## src/rtl/param_ram_sp.sv

```systemverilog
// Single-port synchronous RAM with a registered read port and a zero-fill clear engine.
// 1-cycle read latency; while busy, writes and clr are dropped (not queued) and O holds 0.
module param_ram_sp #(
    parameter int DATA_W         = 16,
    parameter int ADDR_W         = 8,
    parameter bit WRITE_FIRST    = 1'b0,
    parameter bit CLEAR_ON_RESET = 1'b1
) (
    input  logic              clk,
    input  logic              rst_n,
    input  logic              WEn,
    input  logic [ADDR_W-1:0] addr,
    input  logic [DATA_W-1:0] D,
    input  logic              clr,
    output logic [DATA_W-1:0] O,
    output logic              busy
);
    localparam int DEPTH = 1 << ADDR_W;
    localparam logic [ADDR_W:0] LAST = (ADDR_W+1)'(DEPTH - 1);

    typedef enum logic {IDLE, CLEAR} state_t;
    localparam state_t RST_STATE = CLEAR_ON_RESET ? CLEAR : IDLE;

    logic [DATA_W-1:0] mem [DEPTH];

    state_t            state_q, state_d;
    logic [ADDR_W:0]   cnt_q, cnt_d;
    logic [DATA_W-1:0] o_q, o_d;

    logic              mem_we;
    logic [ADDR_W-1:0] mem_waddr;
    logic [DATA_W-1:0] mem_wdata;

    always_comb begin
        state_d   = state_q;
        cnt_d     = cnt_q;
        o_d       = o_q;
        mem_we    = 1'b0;
        mem_waddr = addr;
        mem_wdata = D;
        case (state_q)
            IDLE: begin
                o_d = mem[addr];
                if (clr) begin
                    // clr wins over a same-cycle write; O drops to 0 with busy
                    state_d = CLEAR;
                    cnt_d   = '0;
                    o_d     = '0;
                end else if (WEn) begin
                    mem_we = 1'b1;
                    if (WRITE_FIRST) begin
                        o_d = D;
                    end
                end
            end
            CLEAR: begin
                mem_we    = 1'b1;
                mem_waddr = cnt_q[ADDR_W-1:0];
                mem_wdata = '0;
                o_d       = '0;
                cnt_d     = cnt_q + (ADDR_W+1)'(1);
                if (cnt_q == LAST) begin
                    state_d = IDLE;
                end
            end
        endcase
    end

    always_ff @(posedge clk or negedge rst_n) begin
        if (!rst_n) begin
            state_q <= RST_STATE;
            cnt_q   <= '0;
            o_q     <= '0;
        end else begin
            state_q <= state_d;
            cnt_q   <= cnt_d;
            o_q     <= o_d;
        end
    end

    // Array contents survive rst_n; only the clear engine zeroes them.
    always_ff @(posedge clk) begin
        if (mem_we) begin
            mem[mem_waddr] <= mem_wdata;
        end
    end

    assign O    = o_q;
    assign busy = (state_q == CLEAR);

endmodule

```

## config.mk

```make
export PLATFORM = sky130hd
export DESIGN_NAME = param_ram_sp
export DESIGN_NICKNAME = d
export VERILOG_FILES = /design/src/rtl/param_ram_sp.sv
export SDC_FILE = /design/constraint.sdc
export NUM_CORES = 2
export LEC_CHECK = 0
export CAP_MARGIN = 0
export CORE_MARGIN = 2
export CORE_UTILIZATION = 53
export DETAILED_ROUTE_END_ITERATION = 7
export DONT_BUFFER_PORTS = 1
export HOLD_SLACK_MARGIN = 0.12
export PLACE_DENSITY = 0.76
export SLEW_MARGIN = 0
export SYNTH_ARGS = -nofsm -noshare
export SYNTH_HDL_FRONTEND = slang
export SYNTH_SLANG_ARGS = --single-unit
```

## constraint.sdc

```tcl
create_clock -name clk -period 9.9 [get_ports clk]
set_input_delay 1.485 -clock clk [delete_from_list [all_inputs] [get_ports clk]]
set_output_delay 1.485 -clock clk [all_outputs]
set_load 0.02 [all_outputs]
```

======== Yosys cells after proc, flatten, opt, wreduce, memory -nomap -nowiden ========
Memories as Yosys holds them, arrays and structs flattened.
Index checks and enable logic that the tools add are counted.
storage, ports and cells
  bits in registers ....................... 26
  memory bits (writable) .................. 4,096
  input bits .............................. 28
  logic and storage cells ................. 22
  memories ................................ 1
operators by class
  $add $sub $neg .......................... 1
  eq/ne operators ......................... 2
  mux-type cells .......................... 14
  bitwise operators ....................... 1
memory list
  name  depth  width  rd ports  clocked after memory_dff  wr ports  RTL line  text
  mem   256    16     1         0                         1         24        logic [DATA_W-1:0] mem [DEPTH];
operators with widths
  cell                                            count
  2-to-1 mux 16 bit                               2
  case mux 16 bit (2 select lines)                1
  case mux 9 bit (2 select lines)                 1
  adder 9 x 1 -> 9 bit (second input constant)    1
  == test 9 x 8 -> 1 bit (second input constant)  1
  2-to-1 mux 9 bit                                1
  2-to-1 mux 8 bit                                1
  2-to-1 mux 1 bit                                6
  case mux 1 bit (2 select lines)                 2
  inequality test 2 bit (second input constant)   1
  inverter 1 bit                                  1

======== Longest topological paths before layout ========
  depth after elaboration ................. 5
  gate-level depth with buffers ........... 13
  gate-level depth less buffers ........... 7

======== Least setup slack after synthesis ========
No wires, ideal clock.
  path type ............................... in2reg
  start ................................... in D[10]
  end ..................................... mem mem[0][10] (data pin)
  setup time .............................. 1.446 ns
  data arrival time ....................... 7.630 ns
  required time ........................... 8.454 ns
  setup slack ............................. 0.824 ns
  cell stages on the path ................. 1
  path buffers ............................ 0
  cell sequence ........................... nor2b_1
between the ends
  longest elaborated chain between the ends .. 1
RTL lines
  element            RTL line  text
  start, declared    13        input logic [DATA_W-1:0] D,
  2-to-1 mux 16 bit  41        case (state_q)
  end, declared      24
Every way passes these cells.

======== Final worst setup path ========
  start ................................... in addr[1]
  end ..................................... reg o_q[8], in the netlist O[8]
between the ends
  longest elaborated chain between the ends .. 3
RTL lines
  element                           RTL line  text
  start, declared                   12        input logic [ADDR_W-1:0] addr,
  memory read (256 x 16 bit)        --
  2-to-1 mux 16 bit                 44        if (clr) begin
  case mux 16 bit (2 select lines)  41
  named net o_d[8]                  28        logic [DATA_W-1:0] o_q, o_d;
  end signal, assigned              73        o_q <= '0;
  end signal, assigned              77        o_q <= o_d;
  end, declared                     28
The timed path passes the listed nets, and every way through them passes these cells.
A chain may end at the register's enable or synchronous reset.

==> results.ini <==
[synthesis]
synth_edf_count = 4096
synth_async_sr_flop_share_pct = 0.6308
netlist_top_cells_count = edfxtp_1, mux4_2, mux2i_1
syn_inst = 7482
syn-cell-area_um2 = 159300
netlist_top_cells_area = edfxtp_1, mux4_2, mux2i_1
synth.yosys.warnings = 0
ys_types = 71
yosysMostFrequentCell = edfxtp_1
syn-num-nets = 7512
synth-seq-area-share_pct = 77.60
ys_ff_latch = 4122
synth_top_area_cell = edfxtp_1
avgSynthCellArea_um2 = 21.30
synth.top_cell.area_share_pct = 77.19
synth_flop_cell = edfxtp_1

[critical_path]
crit_path_end = O[8]
critPathKind = in2reg
cp.required_ns = 10.66
timing.rr.end = mem[48][3]
path_buf_inv = 5
path_delay_family = buffers and inverters
cpMostUsedCell = buf_16
crit_fanout = 170
critPathCaptureType = flip-flop
cp_slowest_stage_delay_ns = 0.74
critPathArrivalTime_ns = 7.37
crit_cells = 12
reg2regPathDepth = 7
crit_path_top_delay_cell = o221ai_1
cp_cell_sequence = buf_16, buf_16, buf_16, or2_4, buf_4, buf_12, o221ai_1, nor2_1, o21ai_1, o2111ai_1, or3_1, o21ai_1
crit_start = addr[1]
worstSetupStartpointType = input pin
worstReg2RegStart = busy
reg2reg_slack_ns = 5.06

[cells_and_area]
multiInputGateArea_um2 = 32640
num-fill-cells = 19870
syn_to_final_growth_pct = 11.47
drive_gt1_share_pct = 21.64
final_nets = 7839
fin_area_um2 = 177600
seq_area_um2 = 123700

[placed_design]
pre_cts_slack_ns = 3.385
place_area_um2 = 164300
dp_hpwl_um = 244900
gp_congestion = 0.9458
portBuffers = 0

[drt]
avgRoutedWirePerCell_um = 35.78
drt_first_pass_iters = 8
drt-vias-per-instance = 6.844
via_count = 82920
ant_nets = 0
drt_drc_violations_left = 0
drtIter0Drc = 15280
wl_um = 433600

[clock_network]
clockBufferDepth = 4
numCtsBuffers = 391
cts_hold_buf = 0
clock_latency_ns = 0.94
cts_tree = yes
clock-root-buffer = clkbuf_16
cts_resized = 0
h-tree-depth = 5
clk_pin_slew_ns = 0.06
clock_sinks = 4122
post_cts_buffers = 0

[status]
status = complete, but fails checks
violations = capacitance limit, slew limit

[global_route]
grt_first_pass_wirelength_um = 606400
grt_start_max_net_pins = 808
track_usage_pct = 27.93
overflow = 0
first_global_vias = 80920
antenna_found_initial = 26

[sta]
setup_violations = 0
min_period_ns = 6.606
fin_crit_sh_pct = 66.73
worst_pin_slew_ns = 1.729
max_slew_margin_pct = -15.28
slew_violations = 81
finalHoldViolCount = 0
fmax_mhz = 151.4
fin_tns_setup_ns = 0
fin_skew_ns = 0.07635
rsz0062_at_grt = false
whs_ns = 0.2527
setup_slack_ns = 3.294

[power]
pwr_density_cell_nw_per_um2 = 208.0
ir_worst_vdd_mv = 0.1643
power_leakage_nw = 57.21

[hold_path]
hold_class = in2async

[floorplanning]
die_area_um2 = 305000
die_w_um = 552.3
initial_utilization_pct = 53.20
core_area_um2 = 299500
dieHeight_um = 552.3
io_pins = 45
row_count = 201

[job]
maxCapViolCount = 1

==> worst reg2reg max path: cells and delay by family (launching register included) <==
family,cells,cell delay (ns)
AND/OR/NAND/NOR,2,1.45
flip-flops,1,0.52
AO/OA/AOI/OAI,1,0.57
buffers and inverters,4,1.98
==> state kept, by name, summed over array words and instances (netlist names) <==
name,cells
O,16
cnt_q,9
busy,1
mem,4096
==> placed cells by master (no fill, tap or decap), drive strengths merged, types with 4 or more instances in the layout <==
cell	Yosys	final
a211oi	12	12
nor3	126	126
o221ai	135	135
a21oi	84	84
nand3b	4	4
nor2b	18	18
a2111oi	18	18
clkinvlp	0	20
diode	0	24
nand4	27	27
o32ai	7	7
nor3b	4	4
buf	281	370
dfrtp	25	25
a31o	7	7
a31oi	11	11
edfxtp	4096	4096
nor4	73	73
clkbuf	155	470
or4	7	7
a211o	4	4
o211ai	11	11
inv	9	27
nor2	417	417
bufinv	0	57
nand3	86	86
a22oi	59	59
nand2	127	127
clkinv	0	154
or3	5	5
o2111ai	4	4
o22a	8	8
o22ai	233	233
o21ai	113	113
mux2i	452	452
mux4	820	820
==> how the worst min path moves through the flow <==
stage / from / endpoint
after global routing: rst_n / O[4]
after detailed placement: cnt_q[8] / cnt_q[8]
final: rst_n / O[4]
after global placement: cnt_q[8] / cnt_q[8]
after CTS: rst_n / O[4]
after floorplan: cnt_q[8] / cnt_q[8]
==> metrics by stage <==
stage                     util [%]  power [mW]  instances
after floorplan                  -       21.08       7482
after global placement       54.86       21.72      11370
after detailed placement     54.86       21.77      11370
after CTS                    59.23       36.82      12090
after global routing         59.28       37.65      12100
final                        59.30       36.95      12120
==> layer usage <==
metal	track usage [%]	part of all wire (%)
met4	14.93	6.5
met5	0	0.025
met1	37.22	34
met3	7.352	14
met2	42.53	46
==> layout make-up <==
class                           instances  area share, %
Clock inverter                        249          1.617
Clock buffer                          469          5.744
Multi-Input combinational cell       2914          18.38
Inverter                                9        0.02184
Timing Repair Buffer                  371          1.798
Antenna cell                           24        0.03382
Sequential cell                      4122          69.62
Tap cell                             3958          2.788
==> report_power, final <==
group	internal [mW]	leakage, nW	total, mW	switching, mW
clock	8.87	6.34	15.4	6.50
sequential	19.3	38.3	19.4	0.106
combinational	0.666	12.6	2.14	1.48
==> cell families after synthesis <==
family                     after synthesis  synth area share [%]
buffers and inverters                  446                 2.073
and+or+nand+nor                        913                 2.599
DFF                                   4122                 77.60
muxes                                 1273                 14.60
AOI/OAI and AO/OA                      725                 3.102
adders and majority gates                2               0.01570
xor gates and xnor gates                 1              0.005498
Power figures use the tool's default switching activity.
